File: src/rtl/star_collect_ctrl.sv
// Star collection controller: one shared overlap comparator scanned over all stars once per frame.
// Optional last-star bonus is enabled by defining STAR_COLLECT_BONUS_EN.
module star_collect_ctrl #(
   parameter int NUM_STARS = 8,
   parameter int IDX_W     = 3,
   parameter int STAR_SIZE = 12,
   parameter int CHAR_SIZE = 12,
   parameter int SCORE_W   = 8,
   parameter int BONUS     = 10
) (
   input  logic                 sys_clk,
   input  logic                 RST,
   input  logic                 frame_tick,
   input  logic                 respawn,
   input  logic [9:0]           char_X,
   input  logic [9:0]           char_Y,
   output logic [IDX_W-1:0]     star_idx,
   input  logic [9:0]           star_wx,
   input  logic [9:0]           star_wy,
   output logic [NUM_STARS-1:0] en_mask,
   output logic                 touch_star,
   output logic [IDX_W-1:0]     touch_idx,
   output logic [SCORE_W-1:0]   score,
   output logic                 scan_busy,
   output logic                 scan_done,
   output logic                 scan_overrun,
   output logic                 all_collected
);

   typedef enum logic [1:0] {IDLE, SCAN, DONE} state_t;

   localparam logic [IDX_W-1:0]   LAST_IDX  = IDX_W'(NUM_STARS - 1);
   localparam logic [SCORE_W-1:0] SCORE_MAX = '1;
   // Sum width holds score plus the largest addend without wrapping.
   localparam int ADD_W = SCORE_W + $clog2(BONUS + 2);

   state_t               state_q, state_d;
   logic [IDX_W-1:0]     star_idx_q, star_idx_d;
   logic [9:0]           cx_q, cx_d;
   logic [9:0]           cy_q, cy_d;
   logic [NUM_STARS-1:0] en_mask_q, en_mask_d;
   logic                 touch_star_q, touch_star_d;
   logic [IDX_W-1:0]     touch_idx_q, touch_idx_d;
   logic [SCORE_W-1:0]   score_q, score_d;
   logic                 scan_done_q, scan_done_d;
   logic                 scan_overrun_q, scan_overrun_d;
`ifdef STAR_COLLECT_BONUS_EN
   logic                 cleared_q, cleared_d;
`endif

   logic [10:0] sx_lo, sx_hi, sy_lo, sy_hi;
   logic [10:0] cx_lo, cx_hi, cy_lo, cy_hi;
   logic        xhit, yhit, hit;

   function automatic logic in_span(input logic [10:0] p, input logic [10:0] lo,
                                    input logic [10:0] hi);
      return (p >= lo) && (p <= hi);
   endfunction

   function automatic logic [SCORE_W-1:0] sat_add(input logic [SCORE_W-1:0] a,
                                                  input int unsigned b);
      logic [ADD_W-1:0] sum;
      sum = ADD_W'(a) + ADD_W'(b);
      return (sum > ADD_W'(SCORE_MAX)) ? SCORE_MAX : sum[SCORE_W-1:0];
   endfunction

   // Overlap is evaluated against the frame snapshot, widened so edges near 1023 do not wrap.
   always_comb begin
      sx_lo = {1'b0, star_wx};
      sx_hi = sx_lo + 11'(STAR_SIZE);
      sy_lo = {1'b0, star_wy};
      sy_hi = sy_lo + 11'(STAR_SIZE);
      cx_lo = {1'b0, cx_q};
      cx_hi = cx_lo + 11'(CHAR_SIZE);
      cy_lo = {1'b0, cy_q};
      cy_hi = cy_lo + 11'(CHAR_SIZE);
      xhit  = in_span(cx_lo, sx_lo, sx_hi) || in_span(cx_hi, sx_lo, sx_hi);
      yhit  = in_span(cy_lo, sy_lo, sy_hi) || in_span(cy_hi, sy_lo, sy_hi);
      hit   = (state_q == SCAN) && xhit && yhit && en_mask_q[star_idx_q];
   end

   always_comb begin
      // NOTE: every _d takes a default first, so no path through this block can infer a latch.
      state_d        = state_q;
      star_idx_d     = star_idx_q;
      cx_d           = cx_q;
      cy_d           = cy_q;
      en_mask_d      = en_mask_q;
      touch_star_d   = 1'b0;
      touch_idx_d    = touch_idx_q;
      score_d        = score_q;
      scan_done_d    = 1'b0;
      scan_overrun_d = scan_overrun_q;
`ifdef STAR_COLLECT_BONUS_EN
      cleared_d      = cleared_q;
`endif

      case (state_q)
         IDLE: begin
            if (frame_tick) begin
               cx_d       = char_X;
               cy_d       = char_Y;
               star_idx_d = '0;
               state_d    = SCAN;
`ifdef STAR_COLLECT_BONUS_EN
               cleared_d  = 1'b0;
`endif
            end
         end
         SCAN: begin
            if (frame_tick) scan_overrun_d = 1'b1;
            if (hit) begin
               en_mask_d[star_idx_q] = 1'b0;
               touch_star_d          = 1'b1;
               touch_idx_d           = star_idx_q;
               score_d               = sat_add(score_q, 1);
`ifdef STAR_COLLECT_BONUS_EN
               cleared_d             = 1'b1;
`endif
            end
            if (star_idx_q == LAST_IDX) begin
               state_d     = DONE;
               scan_done_d = 1'b1;
`ifdef STAR_COLLECT_BONUS_EN
               // Bonus lands with scan_done; only a scan that emptied the mask qualifies.
               if ((cleared_q || hit) && (en_mask_d == '0)) score_d = sat_add(score_d, BONUS);
`endif
            end else begin
               star_idx_d = star_idx_q + IDX_W'(1);
            end
         end
         DONE: begin
            if (frame_tick) scan_overrun_d = 1'b1;
            state_d    = IDLE;
            star_idx_d = '0;
         end
         default: state_d = IDLE;
      endcase

      // Respawn overrides everything this cycle: scan aborted, touch and tick dropped, score kept.
      if (respawn) begin
         state_d        = IDLE;
         star_idx_d     = '0;
         en_mask_d      = '1;
         touch_star_d   = 1'b0;
         touch_idx_d    = touch_idx_q;
         score_d        = score_q;
         scan_done_d    = 1'b0;
         scan_overrun_d = scan_overrun_q;
         cx_d           = cx_q;
         cy_d           = cy_q;
`ifdef STAR_COLLECT_BONUS_EN
         cleared_d      = 1'b0;
`endif
      end
   end

   // NOTE: non-blocking assignments so every flop samples pre-edge values regardless of order.
   always_ff @(posedge sys_clk) begin
      if (RST) begin
         state_q        <= IDLE;
         star_idx_q     <= '0;
         cx_q           <= '0;
         cy_q           <= '0;
         en_mask_q      <= '1;
         touch_star_q   <= 1'b0;
         touch_idx_q    <= '0;
         score_q        <= '0;
         scan_done_q    <= 1'b0;
         scan_overrun_q <= 1'b0;
`ifdef STAR_COLLECT_BONUS_EN
         cleared_q      <= 1'b0;
`endif
      end else begin
         state_q        <= state_d;
         star_idx_q     <= star_idx_d;
         cx_q           <= cx_d;
         cy_q           <= cy_d;
         en_mask_q      <= en_mask_d;
         touch_star_q   <= touch_star_d;
         touch_idx_q    <= touch_idx_d;
         score_q        <= score_d;
         scan_done_q    <= scan_done_d;
         scan_overrun_q <= scan_overrun_d;
`ifdef STAR_COLLECT_BONUS_EN
         cleared_q      <= cleared_d;
`endif
      end
   end

   assign star_idx      = star_idx_q;
   assign en_mask       = en_mask_q;
   assign touch_star    = touch_star_q;
   assign touch_idx     = touch_idx_q;
   assign score         = score_q;
   assign scan_busy     = (state_q != IDLE);
   assign scan_done     = scan_done_q;
   assign scan_overrun  = scan_overrun_q;
   assign all_collected = (en_mask_q == '0);

endmodule

File: config.mk
export PLATFORM = sky130hd
export DESIGN_NAME = star_collect_ctrl
export DESIGN_NICKNAME = d
export VERILOG_FILES = /design/src/rtl/star_collect_ctrl.sv
export SDC_FILE = /design/constraint.sdc
export NUM_CORES = 1
export LEC_CHECK = 0
export ABC_AREA = 1
export CAP_MARGIN = 10
export CORE_MARGIN = 5
export CORE_UTILIZATION = 45
export DETAILED_ROUTE_END_ITERATION = 12
export DONT_BUFFER_PORTS = 1
export GPL_TIMING_DRIVEN = 1
export SYNTH_ARGS = -nofsm -noshare
export SYNTH_HDL_FRONTEND = slang
export SYNTH_SLANG_ARGS = --single-unit
File: constraint.sdc
create_clock -name sys_clk -period 2.85 [get_ports sys_clk]
set_input_delay 0.57 -clock sys_clk [delete_from_list [all_inputs] [get_ports sys_clk]]
set_output_delay 0.57 -clock sys_clk [all_outputs]
set_load 0.005 [all_outputs]
==> results.rst <==
.. list-table::
   :header-rows: 1

   * - Metric
     - Value
   * - Sequential standard cell area
     - 944.7 sq um
   * - Count of pins over their slew limit
     - 0
   * - Count of port buffers added during placement
     - 0
   * - Kind of start point of the critical path
     - flop
   * - Initial antenna violation count
     - 2
   * - Global router's overall resource usage
     - 21.07%
   * - Maximum net fanout on the critical path
     - 6
   * - Total vias in the final route
     - 4,560
   * - Launching instance or port of the critical path
     - cy_q[2]
   * - Area of the die
     - 12,170 sq um
   * - Area used by multi-input combinational logic
     - 3362 sq um
   * - Core area
     - 9774 sq um
   * - Initial Utilization
     - 46.31%
   * - Status
     - completed
   * - Worst Setup Slack, final
     - 59.07 ps
   * - Clock tree from TritonCTS
     - done
   * - Required time of the critical path
     - 3070 ps
   * - Final core area utilization
     - 55.21%
   * - Proportion of layout cells with a drive suffix above 1
     - 16.58%
   * - Synthesized area divided by synthesized cell count
     - 6.599 sq um
   * - P_int
     - 1.139 mW
   * - Transition time of the tightest slew-check pin
     - 704.9 ps
   * - Post-synth cell types
     - 37
   * - YS warnings
     - 0
   * - Final hold violation count
     - 0
   * - Post-layout total power
     - 1.823 mW
   * - GR Overflow Total
     - 0
   * - Maximum number of pins on one net before global-route repair
     - 41
   * - H-tree Lvls
     - 2
   * - Number of global-route vias before repair
     - 4,465
   * - Sequential-to-total area share from yosys stat
     - 20.78%
   * - Number of fillers in the final layout
     - 963
   * - Number of standard-cell rows in the floorplan
     - 36
   * - Overall die height
     - 110.3 um
   * - Number of search-and-repair iterations in the first detailed-routing pass
     - 5
   * - Part of the power in registers
     - 39.1%
   * - Cell leakage power
     - 2.601 nW
   * - TritonCTS sink count
     - 47
   * - Number of clock buffers inserted by TritonCTS
     - 5
   * - Number of remaining DRC errors
     - 0
   * - Time the worst path needs with I/O delays and setup
     - 2791 ps
   * - Share of the clock period used by the worst path after layout
     - 97.93%
   * - Data arrival time of the critical path
     - 3010 ps
   * - Number of hold buffers added after cts
     - 0
   * - Wirelength per Cell
     - 14.62 um
   * - Max cap viols
     - 0
   * - Half-perimeter wire length after placement
     - 10,030 um
   * - Startpoint of the worst-slack reg-to-reg timing path
     - cy_q[2]
   * - Timing-limited maximum frequency
     - 358.3 MHz
   * - Power density over the cells
     - 337.8 nW/um^2
   * - Sort of element at the end of the critical path
     - flop
   * - Top Ports
     - 71
   * - Combinational Power Share
     - 37.1%
   * - Path type of the worst setup path
     - flop to flop
   * - Hold Path Origin
     - RST
   * - Iter 0 DRT Violations
     - 166
   * - Max Root-Sink Buffers
     - 2
   * - Weighted congestion at the end of routability-driven global placement
     - 0.8992
   * - Top FF cell, synth
     - dfxtp_1
   * - RSZ-0062 raised after global routing
     - yes
   * - Wire length after detailed routing
     - 12,620 um
   * - Worst hold path class
     - input port to flop
   * - Clock Skew
     - 11.98 ps
   * - Width of the die
     - 110.3 um
   * - Mean number of vias per cell
     - 5.284
   * - Root buffer cell
     - clkbuf_8
   * - Global-route wire length before repair
     - 20,560 um
   * - Total of endpoints with negative setup slack in the final report
     - 0
   * - Switching fraction of total power
     - 37.52%
   * - Relative area change from synthesis to final layout
     - 19.21%
   * - Switching power total
     - 0.6840 mW
   * - Final antenna-violating net count
     - 0
   * - Number of antenna repair diodes
     - 0
   * - Net count of the mapped netlist
     - 806
   * - Worst-skew pair later-pin latency
     - 310 ps
   * - Normalized max-slew margin
     - 52.83%
   * - Share of power burned in the clock network
     - 23.8%
   * - Clock slew at reported path FFs
     - 100 ps
   * - Total number of nets in the final design
     - 849
   * - Post-synth EDFFs
     - 0
   * - Final sum of negative setup slack
     - 0 ps
   * - Cell area after technology mapping
     - 4527 sq um
   * - Post-Place Setup Slack
     - -416.8 ps
   * - Max VDD drop
     - 0.0002053 V
   * - Register bit count reported by yosys
     - 47
   * - Cell count after synthesis
     - 686
   * - Share of synthesized flip-flops with an asynchronous set or reset
     - 0%
## cells by family after synthesis
group / synth area share [%]
and+or+nand+nor: 29.35
adders and majority gates: 21.01
buffers and inverters: 11.00
xor gates and xnor gates: 3.870
DFF: 20.78
AOI/OAI and AO/OA: 13.99
## power by group through the flow
stage	logic, mW	registers, mW	clock network (mW)
after floorplan	0.405	0.720	0
after global placement	0.568	0.725	0
after detailed placement	0.580	0.725	0
after CTS	0.610	0.710	0.450
after global routing	0.766	0.716	0.478
final	0.676	0.713	0.435
## cell usage after synthesis (2+ instances only)
| cell | number | area share (%) |
|---|---|---|
| nand2_1 | 139 | 12 |
| inv_1 | 113 | 9.4 |
| ha_1 | 76 | 21 |
| nor2_1 | 62 | 5.1 |
| a21oi_1 | 53 | 5.9 |
| nand3_1 | 48 | 5.3 |
| dfxtp_1 | 47 | 21 |
| o21ai_0 | 41 | 4.5 |
| nand4_1 | 21 | 2.9 |
| xor2_1 | 18 | 3.5 |
| nor3_1 | 13 | 1.4 |
| a211oi_1 | 6 | 0.99 |
| clkbuf_1 | 5 | 0.41 |
| nand3b_1 | 4 | 0.66 |
| nor4_1 | 4 | 0.55 |
| buf_1 | 3 | 0.25 |
| inv_2 | 3 | 0.25 |
| o22ai_1 | 3 | 0.41 |
| buf_2 | 2 | 0.22 |
| buf_6 | 2 | 0.50 |
| nand3b_2 | 2 | 0.50 |
| nor2_4 | 2 | 0.50 |
| nor3b_1 | 2 | 0.33 |
| o2111ai_1 | 2 | 0.39 |
| or2_1 | 2 | 0.28 |
| xnor2_1 | 2 | 0.39 |
## per-stage QoR
step	hold slack, ps	instance area (sq um)	cells
after floorplan	427.4	4529	686
after global placement	441.8	4931	847
after detailed placement	450.9	4931	847
after CTS	301.9	5155	859
after global routing	290.4	5396	863
final	307.9	5396	863
## routing by layer
layer / track usage, % / share of wire (%)
met5: 0 / 0.17
met4: 5.981 / 1.7
met3: 6.057 / 7.2
met1: 26.09 / 45
met2: 35.62 / 46
## critical path, stage by stage, from the launching register on
cell      delay (ps)
dfxtp_2          360
inv_4             50
a21oi_4          170
nand3_2          140
nor3_2           200
xor2_1           240
ha_1             280
nand2_2           90
nor2_1            50
a211oi_1         170
nand3_1          100
nand2_1           80
nand2_2           80
a21oi_4          210
buf_6            140
buf_6            110
nand4_1          100
nand2_1           90
nor2_1            40
## state kept, by name (all words and copies together) (netlist names)
name          count
score             8
touch_idx         3
cx_q             10
touch_star        1
scan_done         1
state_q           2
en_mask           8
cy_q             10
scan_overrun      1
star_idx          3
## cells in the final DEF, fill, tap and decap left out, types with 11 or more instances in the layout
cell type / n
nand2_1: 126
inv_1: 104
ha_1: 68
nor2_1: 57
a21oi_1: 50
nand3_1: 45
dfxtp_1: 44
buf_4: 42
o21ai_0: 28
nand4_1: 21
xor2_1: 16
o21ai_1: 12
nor3_1: 11
## worst paths after layout
check / depth (start not counted) / endpoint / slack, ps
worst max-delay path: 18 / score[0] / 60
worst max register to register: 18 / score[0] / 60
worst min-delay path: 1 / touch_star / 310
worst min register to register: 2 / cx_q[1] / 460
## layout make-up
class,instances,share of cell area [%]
Tap cell,133,3.084
Sequential cell,47,17.51
Multi-Input combinational cell,512,62.30
Clock inverter,3,0.4173
Timing Repair Buffer,47,7.211
Inverter,116,8.208
Clock buffer,5,1.275
## what timing repair did
action / in CTS / in global routing
setup buffers: 2 / 5
cloned: 2 / 1
endpoints found under the hold margin: 0 / 0
resized for setup: 26 / 62
setup endpoints to repair: 20 / 20
pin swaps: 5 / 42
No activity file was read; power rests on OpenSTA's default activity.
